$ cat src/rtl/sram_port_arbiter_pkg.sv
// sram_port_arbiter_pkg
// Shared constants and types for the SRAM bank write-side arbiter and for
// the schedulers that reuse its round-robin picker.
// Optional feature macro used by the arbiter: ARB_WATCHDOG_EN.
package sram_port_arbiter_pkg;

  localparam int PORT_NUM = 16;
  localparam int DATA_W   = 16;
  localparam int LEN_W    = 9;
  localparam int TIMEOUT  = 63;

  typedef logic [3:0]       port_idx_t;
  typedef logic [LEN_W-1:0] len_t;
  typedef logic [10:0]      space_t;

  localparam space_t CAPACITY = 11'd2047;

  typedef enum logic [0:0] {IDLE = 1'b0, BOUND = 1'b1} arb_state_e;

  // A zero-length request still occupies one cell in the bank.
  function automatic len_t eff_len(input len_t len);
    return (len == '0) ? len_t'(1) : len;
  endfunction

endpackage

$ cat src/rtl/sram_port_arbiter_if.sv
// sram_port_arbiter_if
// Bundle between the 16 port write frontends and one bank arbiter.
//   req       per-port bind request (level, held until granted)
//   req_len   packed per-port packet length in cells
//   xfer_vld  per-port cell valid
//   xfer_data packed per-port cell data
//   xfer_eop  per-port last-cell flag, qualified by xfer_vld
//   grant     one-hot owner, zero when idle
//   owner     binary owner index, zero when idle
//   busy      bank currently owned
// master: frontend side, slave: arbiter side.
interface sram_port_arbiter_if;
  import sram_port_arbiter_pkg::*;

  logic [PORT_NUM-1:0]        req;
  logic [PORT_NUM*LEN_W-1:0]  req_len;
  logic [PORT_NUM-1:0]        xfer_vld;
  logic [PORT_NUM*DATA_W-1:0] xfer_data;
  logic [PORT_NUM-1:0]        xfer_eop;
  logic [PORT_NUM-1:0]        grant;
  port_idx_t                  owner;
  logic                       busy;

  modport master (
    output req, req_len, xfer_vld, xfer_data, xfer_eop,
    input  grant, owner, busy
  );

  modport slave (
    input  req, req_len, xfer_vld, xfer_data, xfer_eop,
    output grant, owner, busy
  );

endinterface

$ cat src/rtl/sram_port_arbiter_rr_picker_16.sv
// rr_picker_16
// Combinational round-robin search: returns the first set bit of req_vec
// found scanning upward from ptr, wrapping 15 -> 0.
//   req_vec  in  16  candidate vector
//   ptr      in  4   search start position
//   vld      out 1   some candidate found
//   idx      out 4   index of the chosen candidate (0 when none)
module rr_picker_16
  import sram_port_arbiter_pkg::*;
(
  input  logic [15:0] req_vec,
  input  port_idx_t   ptr,
  output logic        vld,
  output port_idx_t   idx
);

  port_idx_t cand;

  // Scan offsets from far to near so the nearest hit to ptr is the last
  // assignment and therefore wins.
  always_comb begin
    vld  = 1'b0;
    idx  = '0;
    cand = '0;
    for (int i = 15; i >= 0; i--) begin
      cand = ptr + 4'(i);
      if (req_vec[cand]) begin
        vld = 1'b1;
        idx = cand;
      end
    end
  end

endmodule

$ cat src/rtl/sram_port_arbiter.sv
// sram_port_arbiter
// Binds one SRAM bank to a single write port for a whole packet with
// round-robin fairness, reserves the packet's cells against free space,
// forwards the owner's cells to the SRAM write port and credits cells back
// as the read side frees them.
//   clk, rst_n    clock and asynchronous active-low reset
//   port_if       frontend bundle (slave modport)
//   free_vld      read side released one cell this cycle
//   sram_wr_en    registered SRAM write strobe
//   sram_wr_data  registered SRAM write data
//   free_space    unreserved cells in the bank
//   abort         one-cycle pulse when the watchdog reclaims the bank
// Optional: define ARB_WATCHDOG_EN to reclaim the bank from an owner that
// stalls for TIMEOUT cycles; otherwise abort is tied low.
module sram_port_arbiter
  import sram_port_arbiter_pkg::*;
(
  input  logic                clk,
  input  logic                rst_n,
  sram_port_arbiter_if.slave  port_if,
  input  logic                free_vld,
  output logic                sram_wr_en,
  output logic [DATA_W-1:0]   sram_wr_data,
  output space_t              free_space,
  output logic                abort
);

  localparam logic [0:0] S_IDLE  = 1'b0;
  localparam logic [0:0] S_BOUND = 1'b1;

  logic [0:0]          state;
  port_idx_t           rr_ptr;
  port_idx_t           owner_q;
  logic [PORT_NUM-1:0] grant_q;
  logic                busy_q;
  logic [PORT_NUM-1:0] elig;
  logic                pick_vld;
  port_idx_t           pick_idx;
  len_t                win_len;
  logic                take_grant;
  logic                cell_vld;
  logic                end_pkt;
  logic                wd_fire;
  logic [11:0]         fs_sum;

  assign port_if.grant = grant_q;
  assign port_if.owner = owner_q;
  assign port_if.busy  = busy_q;

  // A requester is eligible only if its packet fits in the unreserved space,
  // so ports that do not fit are skipped rather than blocking the others.
  always_comb begin
    elig = '0;
    for (int i = 0; i < PORT_NUM; i++) begin
      elig[i] = port_if.req[i] &&
                ({2'b00, eff_len(port_if.req_len[i*LEN_W +: LEN_W])} <= free_space);
    end
  end

  rr_picker_16 u_picker (
    .req_vec (elig),
    .ptr     (rr_ptr),
    .vld     (pick_vld),
    .idx     (pick_idx)
  );

  assign win_len    = eff_len(port_if.req_len[pick_idx*LEN_W +: LEN_W]);
  assign take_grant = (state == S_IDLE) && pick_vld;
  assign cell_vld   = (state == S_BOUND) && port_if.xfer_vld[owner_q];
  assign end_pkt    = cell_vld && port_if.xfer_eop[owner_q];

`ifdef ARB_WATCHDOG_EN
  localparam logic [5:0] IDLE_LIMIT = 6'(TIMEOUT - 1);

  logic [5:0] idle_cnt;
  len_t       wr_cnt;
  len_t       len_q;
  len_t       credit;

  assign wd_fire = (state == S_BOUND) && !cell_vld && (idle_cnt == IDLE_LIMIT);
  assign credit  = (wd_fire && (len_q > wr_cnt)) ? (len_q - wr_cnt) : '0;

  // Watchdog bookkeeping: stall cycles since the owner's last cell, and how
  // many of the reserved cells were actually written, so an abort can hand
  // back exactly the unused part of the reservation.
  always_ff @(posedge clk or negedge rst_n) begin
    if (!rst_n) begin
      idle_cnt <= '0;
      wr_cnt   <= '0;
      len_q    <= '0;
      abort    <= 1'b0;
    end else begin
      abort <= wd_fire;
      if (take_grant) begin
        idle_cnt <= '0;
        wr_cnt   <= '0;
        len_q    <= win_len;
      end else if (state == S_BOUND) begin
        if (cell_vld) begin
          idle_cnt <= '0;
          if (wr_cnt != '1) wr_cnt <= wr_cnt + len_t'(1);
        end else if (wd_fire) begin
          idle_cnt <= '0;
        end else begin
          idle_cnt <= idle_cnt + 6'd1;
        end
      end
    end
  end
`else
  assign wd_fire = 1'b0;
  assign abort   = 1'b0;
`endif

  // Next free space: release credit (ignored when already full), minus the
  // new reservation, plus any watchdog refund, clamped at capacity.
  always_comb begin
    fs_sum = {1'b0, free_space};
    if (free_vld && (free_space != CAPACITY)) fs_sum = fs_sum + 12'd1;
    if (take_grant) fs_sum = fs_sum - {3'b000, win_len};
`ifdef ARB_WATCHDOG_EN
    fs_sum = fs_sum + {3'b000, credit};
`endif
    if (fs_sum > {1'b0, CAPACITY}) fs_sum = {1'b0, CAPACITY};
  end

  // Bind/release FSM plus the registered SRAM write path. The pointer moves
  // past the departing owner so every port gets a turn.
  always_ff @(posedge clk or negedge rst_n) begin
    if (!rst_n) begin
      state        <= S_IDLE;
      rr_ptr       <= '0;
      owner_q      <= '0;
      grant_q      <= '0;
      busy_q       <= 1'b0;
      free_space   <= CAPACITY;
      sram_wr_en   <= 1'b0;
      sram_wr_data <= '0;
    end else begin
      free_space <= fs_sum[10:0];
      sram_wr_en <= 1'b0;
      if (state == S_IDLE) begin
        if (pick_vld) begin
          state   <= S_BOUND;
          owner_q <= pick_idx;
          grant_q <= {{(PORT_NUM-1){1'b0}}, 1'b1} << pick_idx;
          busy_q  <= 1'b1;
        end
      end else begin
        if (cell_vld) begin
          sram_wr_en   <= 1'b1;
          sram_wr_data <= port_if.xfer_data[owner_q*DATA_W +: DATA_W];
        end
        if (end_pkt || wd_fire) begin
          state   <= S_IDLE;
          grant_q <= '0;
          busy_q  <= 1'b0;
          owner_q <= '0;
          rr_ptr  <= owner_q + 4'd1;
        end
      end
    end
  end

endmodule

$ cat src/flat_wrapper.sv
// flat-port wrapper written by rule: the top's interface ports become plain ports
module sram_port_arbiter_flat import sram_port_arbiter_pkg::*;
  (clk, rst_n, free_vld, sram_wr_en, sram_wr_data, free_space, abort, port_if_req, port_if_req_len, port_if_xfer_vld, port_if_xfer_data, port_if_xfer_eop, port_if_grant, port_if_owner, port_if_busy);
  sram_port_arbiter_if port_if_i ();
  input  logic clk;
  input  logic rst_n;
  input  logic free_vld;
  output logic sram_wr_en;
  output logic [DATA_W-1:0] sram_wr_data;
  output space_t free_space;
  output logic abort;
  input wire logic [$bits(port_if_i.req)-1:0] port_if_req;
  input wire logic [$bits(port_if_i.req_len)-1:0] port_if_req_len;
  input wire logic [$bits(port_if_i.xfer_vld)-1:0] port_if_xfer_vld;
  input wire logic [$bits(port_if_i.xfer_data)-1:0] port_if_xfer_data;
  input wire logic [$bits(port_if_i.xfer_eop)-1:0] port_if_xfer_eop;
  output wire logic [$bits(port_if_i.grant)-1:0] port_if_grant;
  output wire logic [$bits(port_if_i.owner)-1:0] port_if_owner;
  output wire logic [$bits(port_if_i.busy)-1:0] port_if_busy;
  assign port_if_i.req = port_if_req;
  assign port_if_i.req_len = port_if_req_len;
  assign port_if_i.xfer_vld = port_if_xfer_vld;
  assign port_if_i.xfer_data = port_if_xfer_data;
  assign port_if_i.xfer_eop = port_if_xfer_eop;
  assign port_if_grant = port_if_i.grant;
  assign port_if_owner = port_if_i.owner;
  assign port_if_busy = port_if_i.busy;
  sram_port_arbiter u_core (.clk(clk), .rst_n(rst_n), .port_if(port_if_i), .free_vld(free_vld), .sram_wr_en(sram_wr_en), .sram_wr_data(sram_wr_data), .free_space(free_space), .abort(abort));
endmodule
$ cat config.mk
export PLATFORM = sky130hd
export DESIGN_NAME = sram_port_arbiter_flat
export DESIGN_NICKNAME = d
export VERILOG_FILES = /design/src/rtl/sram_port_arbiter_pkg.sv /design/src/rtl/sram_port_arbiter_if.sv /design/src/rtl/sram_port_arbiter_rr_picker_16.sv /design/src/rtl/sram_port_arbiter.sv /design/src/flat_wrapper.sv
export SDC_FILE = /design/constraint.sdc
export NUM_CORES = 1
export LEC_CHECK = 0
export ABC_AREA = 1
export CORE_AREA = 2 2 195 197
export CTS_BUF_LIST = sky130_fd_sc_hd__clkbuf_4 sky130_fd_sc_hd__clkbuf_8
export DETAILED_ROUTE_END_ITERATION = 8
export DIE_AREA = 0 0 197 199
export PLACE_DENSITY = 0.63
export SLEW_MARGIN = 25
export SYNTH_ARGS = -nofsm -noshare
export SYNTH_HDL_FRONTEND = slang
export SYNTH_HIERARCHICAL = 1
export SYNTH_SLANG_ARGS = --single-unit
$ cat constraint.sdc
create_clock -name clk -period 13.7 [get_ports clk]
set_input_delay 2.74 -clock clk [delete_from_list [all_inputs] [get_ports clk]]
set_output_delay 2.74 -clock clk [all_outputs]
set_load 0.05 [all_outputs]
==> results of run 1 <==
## final timing paths
check	end	slack, ps	cells past startpoint
worst max register to register	u_core/free_space[8]	5220	47
worst min-delay path	u_core/sram_wr_data[10]	500	2
max in group asynchronous	u_core/port_if.owner[0]	10640	2
worst max-delay path	u_core/free_space[8]	3300	48
worst min register to register	u_core/sram_wr_data[10]	500	2
min in group asynchronous	u_core/port_if.grant[0]	2510	2
## worst max-delay path, delay by kind of cell
| family | cells | cell delay (ps) |
|---|---|---|
| AND/OR/NAND/NOR | 33 | 3830 |
| buffers and inverters | 5 | 1750 |
| AO/OA/AOI/OAI | 7 | 1430 |
| adder cells (fa/ha/maj) | 3 | 880 |
## through the flow
step	std cells	worst slack (ps)	area [sq um]	hold WS [ps]	utilization
detailed placement	3062	3230	17600	474	0.474
finish	3072	3300	17700	500	0.476
global placement	3062	3300	17600	473	0.474
floorplan	2295	6200	12900	460	-
global route	3072	2770	17700	518	0.476
CTS	3070	3560	17700	505	0.476
## kinds of logic (layout without fill, tap and decap cells)
logic type,after synthesis,after routing,share of synthesized area
xor gates and xnor gates,19,19,0.0141
AOI/OAI and AO/OA,466,466,0.196
DFF,54,54,0.106
and+or+nand+nor,1252,1252,0.413
other,1,3,0.000292
adders and majority gates,163,163,0.159
buffers and inverters,340,641,0.111
## per-layer routing
layer,share of wire,GRT usage,up-vias
li1,-,-,8303
met1,0.41,0.416,8073
met2,0.46,0.551,1035
met3,0.096,0.0617,167
met4,0.035,0.105,0
met5,0,0,-
## cell type report
class | count | area share
multi-input cells | 1901 | 0.570
repair buffers | 513 | 0.288
flip-flops and latches | 54 | 0.0774
well taps | 474 | 0.0335
inverters | 120 | 0.0255
clock buffers | 5 | 0.00389
clock inverters | 3 | 0.00163
diodes | 2 | 0.000283
## cells in the final DEF (no fill, tap or decap), drive strengths merged, types with 17 or more instances in the layout
cell	Yosys	routed
nand2	692	692
clkdlybuf4s50	0	498
nor2	234	234
o21ai	226	226
nand3	216	216
ha	162	162
a21oi	120	120
inv	115	115
o22ai	65	65
nand4	54	54
dfrtp	43	43
nor3	34	34
a31oi	30	30
nor4	17	17
## sequential cells by signal, summed over array words and instances, names as in the netlist
| name | flops |
|---|---|
| u_core/state | 1 |
| u_core/free_space | 11 |
| u_core/port_if.busy | 1 |
| u_core/sram_wr_data | 16 |
| u_core/rr_ptr | 4 |
| u_core/sram_wr_en | 1 |
| u_core/port_if.owner | 4 |
| u_core/port_if.grant | 16 |
==> results summary, run 1 <==
The number of port buffers is 499. The share of the synthesized area in the top cell type came out at 0.196. The final route contains 17.6k vias. The number of H-tree levels is 2. The final-report max-slew violation count is 0. The floorplan row count is 71. The fmax came out at 96.1 MHz. The most repeated cell in the gate-level netlist after synthesis is sky130_fd_sc_hd__nand2_1. The run finished with clean final reports. For this run, the slowest stage of the critical path takes 790 ps.

The total nets after synthesis is 2,909. The placer congestion estimate is 1.09. The number of instances resized during post-cts repair is 0.

The via count normalized by instance count is 5.72. The floorplan die height came out at 199 um. The number of setup violations in the final report is 0. STA classifies the critical path endpoint as a flop. The cell area after synthesis is 12,900 sq um. The clock arrives with 22.5 ps of skew. The Yosys step of the flow raised 6 warnings. The area occupied by registers is 1370 sq um. The count of buffers added by post-CTS timing repair for setup is 0. The final number of hold-violating endpoints came out at 0. Setup repair after global routing left no endpoint under its margin. For the worst setup path, the data required time is 13,940 ps. The number of nets with antenna violations after routing came out at 0. The area of the multi-input gates came out at 10,100 sq um.

For this design the top-level I/O count stands at 501. The layout overhead on the synthesized area came out at 37.7%. The total track usage is 0.326.

Ranked by total cell area, the synthesized netlist is headed by sky130_fd_sc_hd__nand2_1 20%, sky130_fd_sc_hd__ha_1 16%, sky130_fd_sc_hd__dfrtp_1 8.4%. The die is 197 um wide. The iteration-0 DRC count of the detailed router is 1,848. The routed wire length came out at 66,600 um. The number of buffers between clock root and the deepest sink came out at 2.

The tree is rooted in a sky130_fd_sc_hd__clkbuf_8. The clock transition at the registers of the reported paths is 110 ps. The first-pass detailed-route iteration total is 8. After synthesis, the most frequently instantiated cells are 671 x sky130_fd_sc_hd__nand2_1, 233 x sky130_fd_sc_hd__nor2_1, 209 x sky130_fd_sc_hd__nand3_1. The clock latency at the later pin of the worst-skew pair came out at 340 ps. In the final routed layout, each cell accounts on average for 21.7 um. The portion of the post-synthesis area used by sequential elements is 0.106. The number of standard cells after synthesis is 2,295. The most used flip-flop cell after synthesis is sky130_fd_sc_hd__dfrtp_1. The source of the worst hold timing path is u_core/sram_wr_data[10]. The global-route wire length before repair is 98,300 um. The number of buffers inserted by hold repair at cts came out at 0. The mean cell area of the mapped netlist is 5.60 sq um.

The number of antenna violations at the first check in global routing is 2. The core box area is 37,100 sq um. The number of global-route vias before repair is 16.8k.

The total number of nets in the final design came out at 3,209. The arrival time at the worst endpoint is 10,640 ps. Across the run, the number of max-cap violations was 0. TritonCTS built the clock tree.

STA classifies the critical path startpoint as a primary input. The count of different cell masters after synthesis came out at 42. The critical path is of the in -> reg type.

The minimum clock period is 10,400 ps. The number of buffers created by CTS came out at 5. The share of cells above drive strength 1 is 0.0343. Synthesis inferred 54 register bits. The floorplan step defined a die boundary enclosing 39,200 sq um. The worst-path maximum fanout came out at 28. Summed over all nets, the half-perimeter wirelength after detailed placement is 53,300 um.

The min-delay analysis places its worst path in the category reg -> reg. Counting the fill cells in the layout gives 3,911. The source of the critical timing path is port_if_req_len[136]. The startpoint identified for the worst register-to-register timing path is u_core/free_space[6].

The largest total area in the synthesized netlist belongs to sky130_fd_sc_hd__nand2_1. Dividing the final minimum period by the clock period gives 0.759. The count of flip-flops with a built-in enable after synthesis came out at 0. The remaining routing DRC violations came out at 0. The worst relative slew slack came out at 0.269. The aggregate global routing overflow came out at 0. Among all stages on the critical path, the largest delay is contributed by sky130_fd_sc_hd__clkinv_1.

The initial utilization of the core area, before any placement, comes to 0.346. The total number of clock tree sinks is 54. The share of synthesized registers carrying an async set or reset is 1.00. The final total negative setup slack is 0 ps.

Entering global routing, the biggest net connects 96 pins. The measured slew at the worst slew-check pin is 1100 ps. The most numerous cell type found on the critical path is sky130_fd_sc_hd__nand2_1.
Power of run 1 is not shown: default switching activity piles up to over one toggle a cycle in this logic, so the estimate is an artifact.
==> inputs of run 2 (changes only) <==
--- a/config.mk
+++ b/config.mk
@@ -6,11 +6,11 @@
 export NUM_CORES = 1
 export LEC_CHECK = 0
 export ABC_AREA = 1
-export CORE_AREA = 2 2 195 197
+export CORE_AREA = 2 2 197 199
 export CTS_BUF_LIST = sky130_fd_sc_hd__clkbuf_4 sky130_fd_sc_hd__clkbuf_8
 export DETAILED_ROUTE_END_ITERATION = 8
-export DIE_AREA = 0 0 197 199
-export PLACE_DENSITY = 0.63
+export DIE_AREA = 0 0 199 201
+export PLACE_DENSITY = 0.62
 export SLEW_MARGIN = 25
 export SYNTH_ARGS = -nofsm -noshare
 export SYNTH_HDL_FRONTEND = slang
==> constraint.sdc (replaced) <==
create_clock -name clk -period 10 [get_ports clk]
set_input_delay 2 -clock clk [delete_from_list [all_inputs] [get_ports clk]]
set_output_delay 2 -clock clk [all_outputs]
set_load 0.05 [all_outputs]
==> run 2 against run 1 <==
Effect of this change:
- worst setup slack got worse by 2000 ps
- die area increased by 2.0%
- global-route usage decreased by 0.37 points
- clock-buffer cell count unchanged
- highest routed layer unchanged
==> results summary, run 2 (synthesized netlist as in run 1, its figures left out) <==
Counting stages on the worst path, the most repeated cell is sky130_fd_sc_hd__nand2_1. In this run the worst hold path is classified as reg -> reg. The pin count of the biggest net entering global routing is 81 (-16%).

The startpoint identified for the worst register-to-register timing path is u_core/rr_ptr[0]. The flow ran to the end, and the final reports show no timing, DRC or antenna violations. The worst relative slew slack came to 0.276 (+0.00762).

The final-report max-slew violation count came out at 0 (unchanged). The number of port buffers was 499 (unchanged). STA classifies the critical path endpoint as a flop. The floorplan die area is 40,000 sq um (+2.0%). The fmax came out at 116 MHz.

The number of instances resized during post-cts repair is 0 (unchanged). The worst setup path endpoint is u_core/free_space[8]. The via count normalized by instance count is 5.55 (-2.9%). The endpoint of the most critical register-to-register path is u_core/free_space[8]. The first-pass detailed-route iteration total is 6 (-2). The post-detailed-route wirelength per cell came to 21.6 um (-0.46%). The HPWL after detailed placement came out at 54,500 um (+2.3%). The die boundary width is 199 um (+1.0%).

The number of H-tree levels came out at 2 (unchanged). The measured slew at the worst slew-check pin is 1080 ps (-11.4 ps). The number of cells on the worst reg-to-reg path is 38 (-19%).

Relative to the synthesized area, the layout overhead comes to 38.5%. The floorplan row count is 72 (+1.4%). The global-route wire length before repair came to 98,400 um (+0.14%). The number of nets with antenna violations after routing came out at 0 (unchanged). The instance count on the critical path came out at 50 (+4.2%).

The total number of vias came out at 17.3k (-1.3%). The required time of the critical path is 10,280 ps (-3660 ps). Setup repair after global routing left no endpoint under its margin.

The reg-to-reg setup timing slack is 2480 ps (-2740 ps). The number of buffers created by CTS is 5 (unchanged). The total number of clock tree sinks came out at 54 (unchanged).

The number of buffers between clock root and the deepest sink came to 2 (unchanged). The setup skew after layout came out at 15.8 ps (-6.67 ps). STA classifies the critical path startpoint as a primary input. The total buffers and inverters traversed by the critical path is 7 (+2).

The starting density of the core is 0.337 (-0.00884). The slowest stage of the critical path belongs to the cell sky130_fd_sc_hd__buf_4. The number of buffers inserted by hold repair at cts came to 0 (unchanged). The total track usage came out at 0.322 (-0.00371). In this design, the largest share of critical-path delay is due to simple AND/OR/NAND/NOR gates.

The fraction of the core area covered by cells at the end of the flow is 0.467 (-0.00931). The number of fill cells came to 4,109 (+5.1%). The root buffer cell chosen for the clock tree is sky130_fd_sc_hd__clkbuf_8.

The worst setup timing slack at the placement stage is 1130 ps (-2100 ps). The source of the critical timing path is port_if_req_len[137]. The placer congestion estimate came out at 0.986 (-9.5%). The part of the cycle the worst path needs came out at 0.866.

The number of global-route vias before repair was 16.4k (-2.0%). The routed wire length is 67,400 um (+1.2%). The reported max-cap violation count came out at 0 (unchanged).

The floorplan die height was 201 um (+1.0%). The final number of hold-violating endpoints came out at 0 (unchanged). The total number of nets in the final design is 3,216 (+0.22%).

The clock latency at the later pin of the worst-skew pair is 360 ps (+20 ps). The library cell used most frequently in the layout, excluding fill and tap cells, is sky130_fd_sc_hd__nand2_1. The remaining routing DRC violations came to 0 (unchanged). The number of antenna violations at the first check in global routing is 2 (unchanged). For the finished layout, the period the worst path requires is 8660 ps. The top-level port count is 501 (unchanged). The final total negative setup slack is 0 ps (unchanged). The setup slack of the critical path after layout is 1340 ps (-1950 ps). The core box area is 38,100 sq um (+2.6%). The aggregate global routing overflow came out at 0 (unchanged).

The number of setup violations in the final report came out at 0 (unchanged). The worst setup path is of the in -> reg kind. The worst-path maximum fanout is 52 (+86%). The share of cells above drive strength 1 came out at 0.0369 (+0.00260). The longest individual stage delay on the worst path was 540 ps (-250 ps). The count of buffers added by post-CTS timing repair for setup is 0 (unchanged).

The iteration-0 DRC count of the detailed router is 1,426 (-23%). The arrival time at the worst endpoint is 8940 ps (-1700 ps). The CTS tree is built. In the layout the commonest cells are 670 x sky130_fd_sc_hd__nand2_1, 498 x sky130_fd_sc_hd__clkdlybuf4s50_1, 233 x sky130_fd_sc_hd__nor2_1. The clock transition at the registers of the reported paths came out at 130 ps (+20 ps).
run 2: changes by cell type in the layout (fill, tap and decap cells not counted), sizes merged:
cell    before  now
buf         15   22
clkinv       8    7
inv        115  116
run 2: through the flow:
stage	std cells	area (sq um)	hold WS, ps
CTS	3121	17800	496
detailed placement	3113	17700	466
global placement	3113	17700	462
floorplan	2295	12900	460
finish	3123	17800	492
global route	3123	17800	523
run 2: worst min-delay path: stages (launching register included):
cell	delay, ps
sky130_fd_sc_hd__dfrtp_1	360
sky130_fd_sc_hd__nand2_1	50
sky130_fd_sc_hd__nand2_1	50
run 2: worst min-delay path by stage:
stage / start / end / cells after the start / slack, ps
3_5_place_dp: u_core/port_if.busy / u_core/port_if.busy / 2 / 470
6_report: u_core/port_if.busy / u_core/port_if.busy / 2 / 490
5_1_grt: u_core/port_if.busy / u_core/port_if.busy / 2 / 520
2_1_floorplan: u_core/rr_ptr[3] / u_core/rr_ptr[3] / 2 / 460
4_1_cts: u_core/port_if.busy / u_core/port_if.busy / 2 / 500
3_3_place_gp: u_core/port_if.busy / u_core/port_if.busy / 2 / 460
run 2: final cells by class:
type,count,area (sq um),area share
diodes,2,5.00,0.000281
clock buffers,5,68.8,0.00387
clock inverters,3,28.8,0.00162
inverters,120,452,0.0254
multi-input cells,1901,10100,0.566
flip-flops and latches,54,1370,0.0770
well taps,518,648,0.0364
repair buffers,520,5150,0.289
run 2: routing by layer:
metal	wire, um	up-vias	share of wire	global-route usage
met5	0	-	0	0
met4	2550	0	0.038	0.118
li1	-	8325	-	-
met1	27700	8064	0.41	0.409
met3	5640	131	0.084	0.0507
met2	31600	825	0.47	0.545
Power of run 2 is left out for the same reason.
==> inputs of run 3 (changes only) <==
--- a/config.mk
+++ b/config.mk
@@ -7,7 +7,6 @@
 export LEC_CHECK = 0
 export ABC_AREA = 1
 export CORE_AREA = 2 2 197 199
-export CTS_BUF_LIST = sky130_fd_sc_hd__clkbuf_4 sky130_fd_sc_hd__clkbuf_8
 export DETAILED_ROUTE_END_ITERATION = 8
 export DIE_AREA = 0 0 199 201
 export PLACE_DENSITY = 0.62
@@ -16,3 +15,4 @@
 export SYNTH_HDL_FRONTEND = slang
 export SYNTH_HIERARCHICAL = 1
 export SYNTH_SLANG_ARGS = --single-unit
+export TNS_END_PERCENT = 5
==> run 3 against run 2 <==
Effect of this change:
- highest routed layer unchanged
- non-clock buffer count is the same
- clock skew shrank 0.70 ps
- die area is the same
- worst hold slack lost 8.6 ps
- global-route usage is essentially flat
==> results summary, run 3 (synthesized netlist as in run 1, its figures left out) <==
The flow ran to the end, and the final reports show no timing, DRC or antenna violations. Setup repair after global routing left no endpoint under its margin. The library cell contributing the largest single delay on the critical path is sky130_fd_sc_hd__a21boi_0.

The iteration-0 DRC count of the detailed router is 1,332 (-6.6%). The measured slew at the worst slew-check pin came out at 1110 ps (+26.1 ps). The worst relative slew slack is 0.259 (-0.0174). The number of buffers inserted by hold repair at cts came out at 0 (unchanged). The number of setup violations in the final report was 0 (unchanged). The total buffers and inverters traversed by the critical path came to 7 (unchanged). The floorplan row count is 72 (unchanged).

The number of buffers created by CTS came out at 5 (unchanged). STA classifies the critical path startpoint as a primary input. The endpoint identified for the worst register-to-register timing path is u_core/free_space[8].

The core box area came out at 38,100 sq um (unchanged). The fraction of the core area covered by cells at the end of the flow came out at 0.469 (+0.00148). The worst-case hold slack was 484 ps (-8.59 ps). The minimum clock period is 8720 ps (+66.3 ps).

The startpoint identified for the worst hold timing path is u_core/port_if.busy. The worst hold path terminates at u_core/port_if.busy. The count of buffers added by post-CTS timing repair for setup is 0 (unchanged). The via count normalized by instance count is 5.57 (+0.26%). The aggregate global routing overflow came out at 0 (unchanged). The worst-path maximum fanout was 52 (unchanged). The total track usage is 0.322 (about the same). The final total negative setup slack came out at 0 ps (unchanged). The required time of the critical path is 10,230 ps (-50 ps). The largest delay contributor family on the critical path is simple AND/OR/NAND/NOR gates.

The setup slack of the critical path after layout came out at 1280 ps (-66.3 ps). The setup skew after layout is 15.1 ps (-0.701 ps). The starting density of the core is 0.337 (unchanged). The clock transition at the registers of the reported paths is 90 ps (-40 ps). The number of antenna violations at the first check in global routing is 2 (unchanged). The total number of vias is 17.4k (+0.26%). TritonCTS built the clock tree.

The arrival time at the worst endpoint is 8960 ps (+20 ps). In this run the clock root is driven by a sky130_fd_sc_hd__clkbuf_16. The number of H-tree levels is 2 (unchanged). The fmax is 115 MHz (-0.76%). The top-level port count came to 501 (unchanged). In this run the critical register-to-register path is launched from u_core/rr_ptr[0]. The floorplan die height came out at 201 um (unchanged). The reported max-cap violation count came out at 0 (unchanged).

The type of the worst min-delay path is reg -> reg. By startpoint and endpoint, the worst setup path is classified as in -> reg. The pin count of the biggest net entering global routing came out at 81 (unchanged). The reg-to-reg setup timing slack is 2470 ps (about the same).

The first-pass detailed-route iteration total came out at 5 (-1). The worst setup timing slack at the placement stage came to 1130 ps (unchanged). The longest individual stage delay on the worst path was 550 ps (about the same). The HPWL after detailed placement is 54,500 um (unchanged). The worst setup path is captured at a flop. The layout overhead on the synthesized area came out at 38.9%.

The post-detailed-route wirelength per cell is 21.6 um (about the same). The number of fill cells is 4,102 (-0.17%). The number of cells on the worst reg-to-reg path is 41 (+7.9%). The total number of clock tree sinks came out at 54 (unchanged). The most common cell type on the critical path is sky130_fd_sc_hd__nand2_1. The number of instances resized during post-cts repair came out at 0 (unchanged). The die boundary width came out at 199 um (unchanged).

The number of global-route vias before repair was 16.4k (-0.15%). The number of port buffers came to 499 (unchanged). The leading cell type in the layout, fill and taps excluded is sky130_fd_sc_hd__nand2_1.

The final-report max-slew violation count came to 0 (unchanged). The global-route wire length before repair came out at 98,500 um (about the same). The cell count of the worst hold path is 2 (unchanged). The clock latency at the later pin of the worst-skew pair came to 320 ps (-40 ps). The floorplan die area came out at 40,000 sq um (unchanged). Leaving out fill and tap cells, the most frequent cells in the layout are 670 x sky130_fd_sc_hd__nand2_1, 498 x sky130_fd_sc_hd__clkdlybuf4s50_1, 233 x sky130_fd_sc_hd__nor2_1. The remaining routing DRC violations came out at 0 (unchanged). The final number of hold-violating endpoints is 0 (unchanged). The total number of nets in the final design is 3,216 (unchanged). The number of buffers between clock root and the deepest sink came out at 2 (unchanged). The routed wire length is 67,500 um (about the same). The part of the cycle the worst path needs is 0.872 (+0.00662). The share of cells above drive strength 1 came out at 0.0369 (unchanged). The number of nets with antenna violations after routing is 0 (unchanged). The placer congestion estimate was 0.986 (unchanged).
-- run 3: cell types whose count changed in the layout (fill, tap and decap cells not counted) --
cell,previous run,this run
sky130_fd_sc_hd__clkbuf_16,0,5
sky130_fd_sc_hd__clkbuf_8,5,0
-- run 3: worst max-delay path by stage --
stage	from	endpoint	slack [ps]	depth (start not counted)
after floorplan	port_if_req_len[10]	u_core/free_space[8]	3240	48
after global placement	port_if_req_len[136]	u_core/free_space[8]	1240	52
after detailed placement	port_if_req_len[136]	u_core/free_space[8]	1130	50
after CTS	port_if_req_len[136]	u_core/free_space[8]	1460	50
after global routing	port_if_req_len[136]	u_core/free_space[8]	560	50
final	port_if_req_len[137]	u_core/free_space[8]	1280	50
-- run 3: per-stage QoR --
step	instances	area [sq um]
CTS	3121	17900
floorplan	2295	12900
global route	3123	17900
global placement	3113	17700
detailed placement	3113	17700
finish	3123	17900
-- run 3: metal layers --
layer  vias up  track usage  part of all wire
li1       8330            -                 -
met1      8061        0.411              0.41
met2       849        0.545              0.47
met3       150       0.0512             0.078
met4         0        0.116             0.040
met5         -            0                 0
-- run 3: final cells by class --
class	count	area (sq um)	share of cell area
well taps	518	648	0.0363
clock inverters	3	28.8	0.00161
flip-flops and latches	54	1370	0.0768
repair buffers	520	5150	0.288
diodes	2	5.00	0.000280
inverters	120	452	0.0253
clock buffers	5	125	0.00701
multi-input cells	1901	10100	0.564
-- run 3: worst min-delay path, delay by kind of cell, from the launching register on --
family	cells	cell delay (ps)
and+or+nand+nor	2	100
DFF	1	350
Power of run 3 is left out for the same reason.
==> edit, RTL diff (flow settings as in run 2) <==
The option `ARB_WATCHDOG_EN` is turned on by a define.
--- a/src/rtl/sram_port_arbiter.sv
+++ b/src/rtl/sram_port_arbiter.sv
@@ -12,6 +12,8 @@
 //   abort         one-cycle pulse when the watchdog reclaims the bank
 // Optional: define ARB_WATCHDOG_EN to reclaim the bank from an owner that
 // stalls for TIMEOUT cycles; otherwise abort is tied low.
+`define ARB_WATCHDOG_EN
+
 module sram_port_arbiter
   import sram_port_arbiter_pkg::*;
 (
Check against the original RTL: same outputs for any inputs over 4 cycles, from zero or initial values and one cycle with rst_n low; that may be too few to reach the edited logic, so the function may still have changed.
==> edit against run 2 <==
Worst setup slack got worse by 0.82 ns. Critical path type unchanged. Final area rose by 17%. Largest cell class unchanged. First-iteration DRC count rose by 11%. Synthesized area rose by 15%. Clock skew barely moved. Wire length rose by 11%. Count of clock-buffer cells in the layout rose by 6. Synthesized cell count rose by 5.0%. Sequential cell count rose by 25. Sequential share of layout area rose by 1.9 points. Fmax fell by 8.7%. Non-clock buffer count rose by 74.
Power is left out: the tool's default activity adds up to more than one toggle a clock period on the data nets, which glitch-free logic cannot reach.
==> edit: results (changes against run 2) <==
GRT
  – GR Util met2: 0.606 (+0.0611)
  – Largest net degree at the start of global routing: 99 (+22%)

Cells and area
  – Multi-input combinational area share: 0.545 (-0.0217)
  – Non-clock buffers: 594 (+14%)
  – ClkCell Share: 0.0108 (+0.00536)
  – Multi-input logic cell count: 1915 (+0.74%)
  – Post-route cell area: 0.0209 mm² (+17%)
  – Share of cells above drive strength 1: 0.0968 (+0.0599)
  – Signal buf overhead: 0.282 (-0.00762)
  – Non-clock inverters: 195 (+63%)
  – FILL cells: 3780 (-8.0%)

Worst setup path
  – Worst R2R End: u_core/free_space[10]
  – CP peak stage delay: 0.48 ns (-0.06 ns)
  – Critical Path Source: port_if_req_len[85]
  – Critical R2R Launch: u_core/free_space[2]
  – Worst path arrival time: 9.77 ns (+0.83 ns)
  – Reg2Reg Depth: 59 (+55%)
  – CP max stage cell: clkdlybuf4s50_1

Yosys
  – Top post-synthesis cells by area: nand2_1 (17%), ha_1 (16%), dfrtp_1 (12%), nand3_1 (6.3%), a21oi_1 (5.5%)
  – Syn_area_per_cell: 6.12 µm² (+9.4%)
  – Top post-synthesis cells by count: nand2_1 (652), nand3_1 (186), ha_1 (184)
  – Register area share after synthesis: 0.135 (+0.0287)
  – Syn nets: 3047 (+4.7%)
  – Synth cell types: 58 (+38%)

Route
  – Met2 Routed Length: 35600 µm (+13%)
  – DR vias/cell: 5.74 (+3.3%)
  – Initial DRC Count: 1577 (+11%)
  – Max Used Layer: met5
  – Met3 WL post-DR: 5530 µm (-1.9%)
  – Routed WL: 74600 µm (+11%)

Timing
  – Worst setup margin: 0.521 ns (-0.824 ns)
  – Slew @ Worst Pin: 1.07 ns (-0.0126 ns)

Hold path
  – Min-Delay Startpoint: u_core/len_q[0]
  – Hold path endpoint: u_core/len_q[0]

Placement
  – Detail Placement HPWL: 60500 µm (+11%)

Run status
  – Outcome: finished clean

Clocking
  – Clock sinks: 79 (+46%)
[edit: changes by cell type after synthesis, sizes merged, moves of 18 or more]
cell / change
o21ai: -79
inv: +76
o221ai: +70
nor2: -69
o22ai: -53
a21oi: +44
dfrtp: +25
ha: +22
xor2: +18
[edit: what timing repair did]
item | in CTS | in global routing
endpoints found under the setup margin | 0 | 11
setup buffers | 0 | 1
gates resized for setup | 0 | 116
[edit: kinds of logic (layout without fill, tap and decap cells)]
| group | Yosys count | count (layout) | share of synthesized area |
|---|---|---|---|
| AOI/OAI and AO/OA | 488 | 488 | 0.200 |
| xor gates and xnor gates | 43 | 43 | 0.0265 |
| adders and majority gates | 187 | 187 | 0.160 |
| buffers and inverters | 415 | 805 | 0.116 |
| DFF | 79 | 79 | 0.135 |
| muxes | 1 | 1 | 0.000678 |
| other | 0 | 8 | 0 |
| and+or+nand+nor | 1196 | 1196 | 0.362 |
